$ cat src/rtl/expr_ctrl_pkg.sv
// Shared definitions for the expression sweep controller: state encoding,
// default sizing and the golden Expr04 truth table.
package expr_ctrl_pkg;

   typedef enum logic [1:0] {
      IDLE = 2'd0,
      RUN  = 2'd1,
      DONE = 2'd2
   } state_t;

   localparam int N_IN_DEF   = 3;
   localparam int SETTLE_DEF = 1;

   // f = a & ~(b & c) is high only for vec 4, 5 and 6
   localparam logic [7:0] EXPR04_TT = 8'h70;

endpackage

$ cat src/rtl/expr_settle_timer.sv
// Per-vector settle counter: clears to zero, counts up on request and flags
// the cycle in which the configured settle count has been reached.
module expr_settle_timer #(
   parameter logic [3:0] LIMIT = 4'd1
) (
   input  logic clk,
   input  logic rst,
   input  logic i_clr,
   input  logic i_inc,
   output logic o_term
);

   logic [3:0] r_cnt;

   // Counter register; clear has priority over increment.
   always_ff @(posedge clk) begin
      if (rst) begin
         r_cnt <= 4'd0;
      end else if (i_clr) begin
         r_cnt <= 4'd0;
      end else if (i_inc) begin
         r_cnt <= r_cnt + 4'd1;
      end else begin
         r_cnt <= r_cnt;
      end
   end

   assign o_term = (r_cnt == LIMIT);

endmodule

$ cat src/rtl/expr_sweep_ctrl.sv
// Exhaustive truth-table sweeper: drives every input vector, samples the
// reference and checked outputs after a settle delay and reports pass/fail.
module expr_sweep_ctrl
   import expr_ctrl_pkg::*;
#(
   parameter int N_IN   = N_IN_DEF,
   parameter int SETTLE = SETTLE_DEF
) (
   input  logic                 clk,
   input  logic                 rst,
   input  logic                 start,
   output logic [N_IN-1:0]      vec,
   input  logic                 f_ref,
   input  logic                 f_dut,
   output logic                 busy,
   output logic                 done,
   output logic [2**N_IN-1:0]   table_ref,
   output logic [2**N_IN-1:0]   table_dut,
   output logic [2**N_IN-1:0]   mismatch,
   output logic                 pass
);

   localparam int              NV       = 2**N_IN;
   localparam logic [N_IN-1:0] VEC_LAST = {N_IN{1'b1}};

   state_t            r_state;
   state_t            w_state;
   logic [N_IN-1:0]   r_vec;
   logic [N_IN-1:0]   w_vec;
   logic              r_busy;
   logic              w_busy;
   logic              r_done;
   logic              w_done;
   logic              r_pass;
   logic              w_pass;
   logic [NV-1:0]     r_tref;
   logic [NV-1:0]     w_tref;
   logic [NV-1:0]     r_tdut;
   logic [NV-1:0]     w_tdut;
   logic              w_clr;
   logic              w_inc;
   logic              w_term;

   expr_settle_timer #(
      .LIMIT (SETTLE[3:0])
   ) u_timer (
      .clk    (clk),
      .rst    (rst),
      .i_clr  (w_clr),
      .i_inc  (w_inc),
      .o_term (w_term)
   );

   // State and result registers.
   always_ff @(posedge clk) begin
      if (rst) begin
         r_state <= IDLE;
         r_vec   <= '0;
         r_busy  <= 1'b0;
         r_done  <= 1'b0;
         r_pass  <= 1'b0;
         r_tref  <= '0;
         r_tdut  <= '0;
      end else begin
         r_state <= w_state;
         r_vec   <= w_vec;
         r_busy  <= w_busy;
         r_done  <= w_done;
         r_pass  <= w_pass;
         r_tref  <= w_tref;
         r_tdut  <= w_tdut;
      end
   end

   // Next-state and next-result logic for the sweep sequencer.
   always_comb begin
      w_state = r_state;
      w_vec   = r_vec;
      w_busy  = r_busy;
      w_done  = 1'b0;
      w_pass  = r_pass;
      w_tref  = r_tref;
      w_tdut  = r_tdut;
      w_clr   = 1'b0;
      w_inc   = 1'b0;
      case (r_state)
         IDLE: begin
            if (start) begin
               w_state = RUN;
               w_vec   = '0;
               w_clr   = 1'b1;
               w_tref  = '0;
               w_tdut  = '0;
               w_busy  = 1'b1;
               w_pass  = 1'b0;
            end else begin
               w_state = IDLE;
            end
         end
         RUN: begin
            if (!w_term) begin
               w_inc = 1'b1;
            end else begin
               w_clr         = 1'b1;
               w_tref[r_vec] = f_ref;
               w_tdut[r_vec] = f_dut;
               // pass is resolved from the final tables so it is valid with done
               if (r_vec == VEC_LAST) begin
                  w_state = DONE;
                  w_busy  = 1'b0;
                  w_done  = 1'b1;
                  w_pass  = ((w_tref ^ w_tdut) == '0);
               end else begin
                  w_vec = r_vec + N_IN'(1);
               end
            end
         end
         DONE: begin
            w_state = IDLE;
         end
         default: begin
            w_state = IDLE;
            w_busy  = 1'b0;
         end
      endcase
   end

   assign vec       = r_vec;
   assign busy      = r_busy;
   assign done      = r_done;
   assign pass      = r_pass;
   assign table_ref = r_tref;
   assign table_dut = r_tdut;
   assign mismatch  = r_tref ^ r_tdut;

endmodule

$ cat config.mk
export PLATFORM = sky130hd
export DESIGN_NAME = expr_sweep_ctrl
export DESIGN_NICKNAME = d
export VERILOG_FILES = /design/src/rtl/expr_ctrl_pkg.sv /design/src/rtl/expr_settle_timer.sv /design/src/rtl/expr_sweep_ctrl.sv
export SDC_FILE = /design/constraint.sdc
export NUM_CORES = 1
export LEC_CHECK = 0
export CORE_ASPECT_RATIO = 1.25
export CORE_MARGIN = 2
export CORE_UTILIZATION = 49
export CTS_CLUSTER_DIAMETER = 200
export DETAILED_ROUTE_END_ITERATION = 12
export PLACE_DENSITY_LB_ADDON = 0.25
export SLEW_MARGIN = 20
export SYNTH_ARGS = -nofsm -noshare
export SYNTH_HDL_FRONTEND = slang
export SYNTH_SLANG_ARGS = --single-unit
$ cat constraint.sdc
create_clock -name clk -period 1.9 [get_ports clk]
set_input_delay 0.285 -clock clk [delete_from_list [all_inputs] [get_ports clk]]
set_output_delay 0.285 -clock clk [all_outputs]
set_load 0.005 [all_outputs]
; ---- Word-level counts from Yosys, hierarchy flattened
; Index checks and enable logic that the tools add are counted.
[totals]
output_inout_bits = 30
register_bits = 28
word_cells = 67
[op_classes]
eq_ne = 8
muxes = 31
add_sub_neg = 2
order_cmp = 2
bitwise_logic = 5
n_reduce_logical = 11
[ops]
columns = cell, n
row1 = 8-bit case mux with 2 select lines, 2
row2 = 8-bit two-way mux, 3
row3 = 8-bit bitwise mux, 2
row4 = 8-bit bitwise XOR, 2
row5 = 1-bit two-way mux, 13
row6 = 4-bit AND reduction, 3
row7 = 3-bit two-way mux, 3
row8 = 8-bit zero test, 1
row9 = "2-bit != test, second input constant", 4
row10 = 3-bit case mux with 2 select lines, 1
row11 = "4-bit by 1-bit adder with 4-bit output, second input constant", 1
row12 = "4-bit by 1-bit == test with 1-bit output, second input constant", 1
row13 = "3-bit by 4-bit less-than comparator with 1-bit output, second input constant", 1
row14 = 2-bit two-way mux, 2
row15 = 1-bit case mux with 2 select lines, 2
row16 = 2-bit case mux with 2 select lines, 1
row17 = "3-bit by 1-bit adder with 3-bit output, second input constant", 1
row18 = 1-bit demux with 3-bit select, 1
row19 = "3-bit == test, second input constant", 1
row20 = "3-bit by 1-bit greater-or-equal comparator with 1-bit output, second input constant", 1
row21 = 1-bit NOT, 3
row22 = 1-bit case mux with 3 select lines, 1
row23 = 3-bit AND reduction, 1
row24 = 3-bit OR reduction, 1
row25 = other kinds (7), 7

; ---- Longest topological paths before layout
; Gate-level depths: netlist (run 1).
[depth]
depth_word = 10
ltp_mapped = 6

; ---- By module
; From an unflattened synthesis (run 1), not the netlist that was laid out.
[unflattened]
hier_cells = 174
area_unflattened_um2 = 1487.7
[by_module_without_submodules]
columns = mod, instances, seq_area_each_um2, area_per_inst_um2, cells_each
row1 = expr_sweep_ctrl, 1, 480.5, 1288.7, 154
row2 = expr_settle_timer, 1, 80.1, 198.9, 20

; ---- Least setup slack after synthesis (run 1)
; Ideal clock, no wire load.
[synth_path]
path_type = reg-to-reg
from = register u_timer.r_cnt[0]
to = register r_tref[4], in the netlist table_ref[4]
arrival_time_ns = 1.442
n_path_buf = 0
path_slack_ns = 0.398
period_less_slack_ns = 1.502
path_stages_with_launch = 6
setup_time_ns = 0.060
cell_sequence = dfxtp_1 -> ha_1 -> or3b_4 -> nor2_4 -> and2_1 -> a22o_1
[synth_via]
elab_chain_len = 3
[synth_lines]
columns = element, line
row1 = from (decl), expr_settle_timer.sv:13  ; logic [3:0] r_cnt;
row2 = from (signal assigned), expr_settle_timer.sv:22  ; r_cnt <= r_cnt + 4'd1;
row3 = from (signal assigned), expr_settle_timer.sv:24  ; r_cnt <= r_cnt;
row4 = 4-bit by 1-bit == test with 1-bit output, expr_settle_timer.sv:28  ; assign o_term = (r_cnt == LIMIT);
row5 = 2-bit != test (no source line), --
row6 = 3-bit AND reduction (no source line), --
row7 = to (signal assigned), expr_sweep_ctrl.sv:70  ; r_tref <= w_tref;
row8 = to (decl), expr_sweep_ctrl.sv:36  ; logic [NV-1:0] r_tref;
; No other way between the ends.
; A chain may end at the register's enable or synchronous reset.

; ---- Worst setup path after layout (run 1)
[layout_path]
from = register r_tref[2], in the netlist table_ref[2]
to = output mismatch[2]
[layout_via]
elab_chain_len = 1
[layout_lines]
columns = element, line
row1 = 8-bit bitwise XOR, expr_sweep_ctrl.sv:134  ; assign mismatch = r_tref ^ r_tdut;
row2 = to (decl), expr_sweep_ctrl.sv:19  ; output logic [2**N_IN-1:0] mismatch,
; No other way between the ends.

==> flow_metrics.py, run 1 <==
metrics = {
    "sta": {
        "rsz0062_at_grt": "no",
        "slew_violations": 0,
        "fin_crit_ns": 1.824,
        "fmax_mhz": 548.3,
        "skew_ns": 0.005534,
        "slew-limit-headroom": 0.7615,
        "min_period_over_period": 0.9599,
        "setup_viol": 0,
        "final_hold_viol_count": 0,
        "worst_pin_slew_ns": 0.3487,
        "finalSetupTns_ns": 0,
    },
    "synth": {
        "async_reset_ff_frac": 0,
        "synthDistinctLibCells": 42,
        "synth-adder-area-share": 0.03367,
        "yosys-top-cells-count": "28 x dfxtp_1, 14 x inv_1, 13 x o22ai_1",
        "synth_top_area_frac": 0.3771,
        "synth_most_common_cell": "dfxtp_1",
        "synth_area_leaders": "dfxtp_1 38%, o22ai_1 5.5%, a22o_1 4.7%, xor2_1 4.7%, inv_1 3.5%",
        "syn_area_mm2": 0.001486,
        "synth_compound_area_frac": 0.2323,
        "muxShareOfSynthArea": 0.006734,
        "syn_avg_cell_area_um2": 9.009,
        "ys.flop_type": "dfxtp_1",
        "synth_cells": 165,
        "synthSimpleGateAreaFrac": 0.2340,
        "ys_ff_latch": 28,
        "synth_top_family_by_area": "simple AND/OR/NAND/NOR gates",
        "synth_edf_count": 0,
        "syn-num-nets": 174,
        "synth_xor_area_frac": 0.06481,
        "synth_seq_area_share": 0.3771,
        "yosysTopAreaCell": "dfxtp_1",
        "yosys_warnings": 0,
    },
    "route": {
        "routed_wl_mm": 3.723,
        "route.detailed.drc": 0,
        "dr.pass1.iters": 6,
        "via_count": 1402,
        "routed_via_density": 5.722,
        "drtIter0Drc": 35,
        "antenna_left": 0,
        "wl_per_cell_um": 15.20,
    },
    "floorplanning": {
        "num_rows": 22,
        "start_util": 0.5094,
        "io-pin-count": 35,
        "die_area_mm2": 0.003493,
        "die_w_um": 53.26,
        "core_mm2": 0.002918,
        "die_h_um": 65.58,
    },
    "setup_path": {
        "path_class": "flop to output pin",
        "crit_required_ns": 1.62,
        "end_kind": "output pin",
        "start_kind": "flop",
        "worstPathArrival_ns": 1.54,
        "worst-path-max-fanout": 3,
        "r2r_slack_ns": 0.19,
    },
    "global_routing": {
        "grt_use_met3": 0.02955,
        "met2_usage": 0.4012,
        "grt_usage": 0.2370,
        "grt_max_degree": 16,
        "grt_pass1_wl_mm": 6.265,
        "overflow": 0,
        "use_met1": 0.2994,
        "antenna_found_initial": 0,
        "grt.busiest_layer": "met2",
        "grt_pass1_vias": 1416,
    },
    "layout": {
        "multi_input_area_um2": 864.6,
        "diodes": 0,
        "layout-drive-gt1-share": 0.1627,
        "num-nets-final": 219,
        "regArea_um2": 563.0,
        "nFillCells": 244,
        "utilization": 0.6797,
        "design_area_mm2": 0.001983,
        "area_growth_syn_to_layout_pct": 33.42,
    },
    "hold_path": {
        "hp-class": "flop to flop",
    },
    "power_and_ir_drop": {
        "p_leak_nw": 0.7971,
        "powerDensity_mw_per_mm2": 519.1,
        "ir_drop_mv": 0.3425,
    },
    "place": {
        "dp_hpwl_mm": 2.861,
        "io_buffers": 34,
        "routabilityCongestion": 0.8811,
        "dpl-instance-area_mm2": 0.001923,
    },
    "status": {
        "outcome": "finished, final reports clean",
    },
    "clocking": {
        "htree_num_levels": 1,
        "clockRootBuffer": "clkbuf_4",
        "cts_buffer_depth": 2,
        "cts_made_buffers": 3,
        "clk_latency_ns": 0.33,
        "clock-sinks": 28,
        "clkTransAtPathRegs_ns": 0.15,
        "cts_tree": "done",
    },
    "job": {
        "cap_violations": 0,
    },
}
## metrics by stage
step / worst slack, ns / instances / hold WS, ns / total power [mW]
after floorplan: 0.3978 / 165 / 0.4576 / 0.6946
after global placement: 0.1757 / 240 / 0.4644 / 0.7368
after detailed placement: 0.1396 / 240 / 0.4849 / 0.7414
after CTS: 0.07612 / 245 / 0.5042 / 1.031
after global routing: 0.002650 / 245 / 0.5210 / 1.071
final: 0.07615 / 245 / 0.4989 / 1.029
## registers in the layout (all words and copies together) (netlist names)
name           count
busy               1
done               1
pass               1
r_state            2
table_dut          8
table_ref          8
u_timer.r_cnt      4
vec                3
## cell usage in the layout (no fill, tap or decap), drive strengths merged, types with 7 or more instances in the layout
cell type | synthesis | layout
clkdlybuf4s50 | 0 | 33
buf | 4 | 11
nand2 | 8 | 8
xor2 | 8 | 8
inv | 14 | 14
a21oi | 7 | 7
a22o | 8 | 8
nor2 | 12 | 12
o22ai | 13 | 13
dfxtp | 28 | 28
## report_power, final
group          total (mW)  internal [mW]  switching [mW]
clock network       0.299          0.117           0.181
logic               0.126         0.0595          0.0670
registers           0.604          0.596         0.00855
## what timing repair did
| item | CTS | global route |
|---|---|---|
| setup buffers | 1 | 0 |
| endpoints found under the hold margin | 0 | 0 |
| hold buffers | 0 | 0 |
| gates resized for setup | 5 | 2 |
| endpoints found under the setup margin | 2 | 6 |
## cell type report
| type | count | area share |
|---|---|---|
| multi-input cells | 118 | 0.4360 |
| flip-flops and latches | 28 | 0.2839 |
| repair buffers | 45 | 0.2126 |
| inverters | 14 | 0.02650 |
| well taps | 36 | 0.02271 |
| clock buffers | 4 | 0.01830 |
## worst max-delay path, cell delays in order, from the launching register on
cell and delay [ns]:
dfxtp_1 0.40, xor2_1 0.25, clkdlybuf4s50_1 0.55
## path summary, 6_finish.rpt
path	endpoint	from	cells after the start
setup / recovery	mismatch[2]	table_ref[2]$_SDFFE_PP0P_	2
hold / removal	table_ref[7]$_SDFFE_PP0P_	table_ref[7]$_SDFFE_PP0P_	2
setup reg to reg	table_ref[5]$_SDFFE_PP0P_	u_timer.r_cnt[0]$_SDFFE_PP0P_	5
hold reg to reg	table_ref[7]$_SDFFE_PP0P_	table_ref[7]$_SDFFE_PP0P_	2
## per-layer routing
layer  routed length (um)  share of wire
met1                 1613           0.43
met5                    0              0
met2                 1880           0.50
met3                  153          0.041
met4                   76          0.020
## cells by family after synthesis
family	after synthesis
AOI/OAI and AO/OA	49
xor gates and xnor gates	11
adders and majority gates	4
buffers and inverters	19
DFF	28
muxes	1
and+or+nand+nor	53
No activity file was read; power rests on OpenSTA's default activity.
==> run 2, diff against run 1 <==
GPL_TIMING_DRIVEN = 0   (was not set)
==> flow_metrics.py, run 2 (synthesis gave the netlist of run 1 again) <==
metrics = {
    "global_routing": {
        "grt_pass1_wl_mm": 6.258,
        "grt_pass1_vias": 1360,
        "overflow": 0,
        "grt_usage": 0.2355,
        "grt_max_degree": 16,
        "antenna_found_initial": 0,
    },
    "sta": {
        "holdWs_ns": 0.4913,
        "fin_crit_ns": 1.806,
        "rsz0062_at_grt": "no",
        "slew_violations": 0,
        "worst_pin_slew_ns": 0.6187,
        "skew_ns": 0.006297,
        "fmax_mhz": 553.6,
        "setup_viol": 0,
        "min_period_over_period": 0.9506,
        "final_hold_viol_count": 0,
        "slew-limit-headroom": 0.5866,
    },
    "hold_path": {
        "hp-class": "flop to flop",
        "min_from": "table_dut[6]$_SDFFE_PP0P_",
    },
    "power_and_ir_drop": {
        "seq_power_share": 0.596,
        "switching_share": 0.2438,
        "internal_power_mw": 0.7651,
        "pwr-share-comb": 0.115,
        "clockPowerShare": 0.288,
        "ir_drop_mv": 0.4799,
        "p_leak_nw": 0.7847,
        "powerDensity_mw_per_mm2": 518.7,
        "switchingPower_mw": 0.2467,
    },
    "job": {
        "cap_violations": 0,
    },
    "layout": {
        "utilization": 0.6685,
        "final_cell_mix": "33 x clkdlybuf4s50_1, 26 x dfxtp_1, 14 x inv_1",
        "final_common_cell": "clkdlybuf4s50_1",
        "num-nets-final": 214,
        "diodes": 0,
        "layout-drive-gt1-share": 0.1471,
        "design_area_mm2": 0.001951,
        "area_growth_syn_to_layout_pct": 31.23,
    },
    "setup_path": {
        "end_kind": "output pin",
        "start_kind": "flop",
        "worst-path-max-fanout": 3,
        "worstPathArrival_ns": 1.52,
        "path_class": "flop to output pin",
        "r2r-start": "u_timer.r_cnt[0]$_SDFFE_PP0P_",
        "crit_path_start": "table_dut[5]$_SDFFE_PP0P_",
        "crit_required_ns": 1.62,
    },
    "place": {
        "dp_hpwl_mm": 2.891,
        "dpl-instance-area_mm2": 0.001872,
        "routabilityCongestion": 0.8795,
        "io_buffers": 34,
    },
    "floorplanning": {
        "start_util": 0.5094,
        "die_area_mm2": 0.003493,
        "num_rows": 22,
        "core_mm2": 0.002918,
        "io-pin-count": 35,
        "die_w_um": 53.26,
        "die_h_um": 65.58,
    },
    "clocking": {
        "clkTransAtPathRegs_ns": 0.15,
        "clockRootBuffer": "clkbuf_4",
        "cts_buffer_depth": 2,
        "htree_num_levels": 1,
        "clock-sinks": 28,
        "cts_tree": "done",
        "clk_latency_ns": 0.33,
        "cts_made_buffers": 3,
        "hold_buffers": 0,
    },
    "route": {
        "wl_per_cell_um": 15.32,
        "antenna_left": 0,
        "routed_wl_mm": 3.677,
        "routed_via_density": 5.700,
        "route.detailed.drc": 0,
        "dr.pass1.iters": 4,
        "drtIter0Drc": 48,
        "via_count": 1368,
    },
    "status": {
        "outcome": "finished, final reports clean",
    },
}
==> run 2: metal layers <==
layer  vias up  GRT usage  wire, um
met4         0    0.08974        58
met2        39     0.4012      1987
met1       649     0.2947      1491
met5         -          0         0
li1        673          -         -
met3         7    0.02955       140
==> run 2: timing repair <==
action,CTS,global route
resized for setup,3,7
endpoints found under the setup margin,1,7
buffers inserted,0,1
==> run 2: path summary, 6_finish.rpt <==
kind                          endpoint  slack, ns  depth (start not counted)
max                        mismatch[5]       0.09                          2
min          table_dut[6]$_SDFFE_PP0P_       0.49                          2
min reg2reg  table_dut[6]$_SDFFE_PP0P_       0.49                          2
max reg2reg  table_ref[2]$_SDFFE_PP0P_       0.11                          5
==> run 2: cell type report <==
class	instances	area (um^2)
Inverter	14	52.55
Buffer	5	23.77
Multi-Input combinational cell	118	877.1
Fill cell	260	967.2
Sequential cell	28	565.5
Clock buffer	4	36.28
Timing Repair Buffer	35	350.3
Tap cell	36	45.04
==> run 2: critical path, stage by stage, from the launching register on <==
cell and delay (ns):
dfxtp_1 0.43, xor2_2 0.22, clkdlybuf4s50_1 0.54
==> run 2: metrics by stage <==
step            TNS, ns  power [mW]  instances  setup WS (ns)
3_5_place_dp   -0.02436      0.7328        235       -0.01959
4_1_cts               0       1.027        239      0.0006275
2_1_floorplan         0      0.6946        165         0.3978
6_report              0       1.012        240        0.09380
5_1_grt               0       1.061        240        0.02181
3_3_place_gp          0      0.7277        235        0.01948
==> run 2: power by group through the flow <==
stage,sequential [mW],combinational [mW],clock (mW)
finish,0.603,0.117,0.292
global route,0.606,0.130,0.325
CTS,0.605,0.116,0.306
detailed placement,0.618,0.115,0
global placement,0.617,0.111,0
floorplan,0.616,0.0790,0
==> run 3, diff against run 2 <==
SYNTH_HIERARCHICAL = 1   (was not set)
==> flow_metrics.py, run 3 <==
metrics = {
    "synth": {
        "ys_ff_latch": 28,
        "ys.flop_type": "dfxtp_1",
        "synth_cells": 174,
        "synth_seq_area_share": 0.3768,
        "yosys_warnings": 6,
        "syn_avg_cell_area_um2": 8.550,
        "syn_area_mm2": 0.001488,
        "synth_edf_count": 0,
        "async_reset_ff_frac": 0,
        "yosysTopAreaCell": "dfxtp_1",
        "synth_area_leaders": "dfxtp_1 38%, a22oi_1 9.1%, nor2_1 7.1%, xnor2_1 3.5%, a21oi_1 3.4%",
        "synthDistinctLibCells": 43,
        "syn-num-nets": 183,
        "yosys-top-cells-count": "28 x dfxtp_1, 28 x nor2_1, 18 x a22oi_1",
        "synth_top_area_frac": 0.3768,
    },
    "sta": {
        "min_period_over_period": 0.9656,
        "setup_viol": 0,
        "slew-limit-headroom": 0.6300,
        "finalSetupTns_ns": 0,
        "fin_crit_ns": 1.835,
        "final_hold_viol_count": 0,
        "holdWs_ns": 0.5450,
        "slew_violations": 0,
        "fmax_mhz": 545.1,
        "fin_ws_ns": 0.06538,
        "worst_pin_slew_ns": 0.5539,
        "skew_ns": 0.006656,
    },
    "layout": {
        "final_common_cell": "clkdlybuf4s50_1",
        "area_growth_syn_to_layout_pct": 33.39,
        "final_cell_mix": "34 x clkdlybuf4s50_1, 27 x nor2_1, 26 x dfxtp_1",
        "utilization": 0.6801,
        "layout-drive-gt1-share": 0.1488,
        "diodes": 0,
        "num-nets-final": 225,
        "instances_no_fill": 251,
    },
    "clocking": {
        "cts_made_buffers": 3,
        "htree_num_levels": 1,
        "hold_buffers": 0,
        "clock-sinks": 28,
        "clkTransAtPathRegs_ns": 0.15,
        "clockRootBuffer": "clkbuf_4",
        "cts_buffer_depth": 2,
        "cts_tree": "done",
        "clk_latency_ns": 0.33,
    },
    "setup_path": {
        "timing.critical_path.mode_cell": "buf_4",
        "crit_slowest_cell": "dfxtp_2",
        "start_kind": "flop",
        "end_kind": "flop",
        "path_buf_inv": 3,
        "crit_required_ns": 2.14,
        "r2r_slack_ns": 0.07,
        "crit_chain": "inv_1, ha_1, nor3b_4, nand2_2, a21oi_4, buf_4, buf_4, nor3_1, mux2_1",
        "worst-path-max-fanout": 5,
        "path_class": "flop to flop",
        "worst_path_dominant_cell_family": "simple AND/OR/NAND/NOR gates",
        "worstPathArrival_ns": 2.07,
        "critPathMaxStageDelay_ns": 0.37,
    },
    "floorplanning": {
        "io-pin-count": 35,
        "num_rows": 22,
        "die_h_um": 65.61,
        "core_mm2": 0.002918,
        "die_area_mm2": 0.003496,
        "die_w_um": 53.29,
        "start_util": 0.5099,
    },
    "hold_path": {
        "hp-class": "flop to flop",
    },
    "power_and_ir_drop": {
        "ir_drop_mv": 0.3296,
        "powerDensity_mw_per_mm2": 519.4,
        "p_leak_nw": 0.7723,
    },
    "place": {
        "dp_slack_ns": -0.3565,
        "placed_cells": 244,
        "routabilityCongestion": 0.8378,
        "io_buffers": 34,
        "dp_hpwl_mm": 2.637,
    },
    "global_routing": {
        "grt_max_degree": 16,
        "grt_usage": 0.2287,
        "grt_pass1_vias": 1382,
        "antenna_found_initial": 0,
        "grt_pass1_wl_mm": 6.120,
        "overflow": 0,
    },
    "route": {
        "wl_per_cell_um": 14.89,
        "dr.pass1.iters": 4,
        "antenna_left": 0,
        "routed_wl_mm": 3.737,
        "route.detailed.drc": 0,
        "via_count": 1410,
        "drtIter0Drc": 53,
        "routed_via_density": 5.618,
    },
    "status": {
        "outcome": "finished, final reports clean",
    },
    "job": {
        "cap_violations": 0,
    },
}
## run 3: per-stage QoR
step | power [mW] | cell area, um^2
after floorplan | 0.6878 | 1488
after global placement | 0.7243 | 1873
after detailed placement | 0.7300 | 1873
after CTS | 1.023 | 1943
after global routing | 1.078 | 1984
final | 1.031 | 1984
## run 3: final timing paths
kind                                       from                             to  cells after the start
setup / recovery  u_timer/r_cnt[1]$_SDFFE_PP0P_  u_timer/r_cnt[3]$_SDFFE_PP0P_                      9
hold / removal    u_timer/r_cnt[1]$_SDFFE_PP0P_  u_timer/r_cnt[1]$_SDFFE_PP0P_                      2
setup reg to reg  u_timer/r_cnt[1]$_SDFFE_PP0P_  u_timer/r_cnt[3]$_SDFFE_PP0P_                      9
hold reg to reg   u_timer/r_cnt[1]$_SDFFE_PP0P_  u_timer/r_cnt[1]$_SDFFE_PP0P_                      2
## run 3: cell type report
class	instances	area, um^2
inverter	10	37.54
fill	243	933.4
timing repair buffer	37	362.8
sequential	28	563.0
tap	36	45.04
multi-input combinational	128	875.8
buffer	8	63.81
clock buffer	4	36.28
## run 3: logic make-up after synthesis
kind of cell,count (synthesis),share of synthesized area
compound gates,51,0.2347
fa+ha+maj,4,0.03364
flops,28,0.3768
mux,1,0.007569
xor+xnor,11,0.06476
simple gates,61,0.2170
buf+inv,18,0.06560
## run 3: worst register-to-register path, cell delays in order, from the launching register on
cell,delay (ns)
dfxtp_2,0.37
inv_1,0.05
ha_1,0.14
nor3b_4,0.30
nand2_2,0.12
a21oi_4,0.17
buf_4,0.17
buf_4,0.11
nor3_1,0.03
mux2_1,0.28
## run 3: what timing repair did
action | in CTS | in global routing
endpoints found under the setup margin | 24 | 20
gates resized for setup | 8 | 7
pin swaps | 0 | 2
buffers inserted | 0 | 3
gates cloned | 0 | 0
## run 3: routing by layer
| layer | track usage | share of wire |
|---|---|---|
| met1 | 0.2764 | 0.41 |
| met2 | 0.4136 | 0.53 |
| met3 | 0.02955 | 0.040 |
| met4 | 0.05769 | 0.016 |
| met5 | 0 | 0 |
## run 3: power by group
| group | total [mW] | internal (mW) | switching [mW] | leakage (nW) |
|---|---|---|---|---|
| Combinational | 0.131 | 0.0566 | 0.0748 | 0.524 |
| Sequential | 0.607 | 0.596 | 0.0101 | 0.227 |
| Clock | 0.293 | 0.117 | 0.176 | 0.0210 |
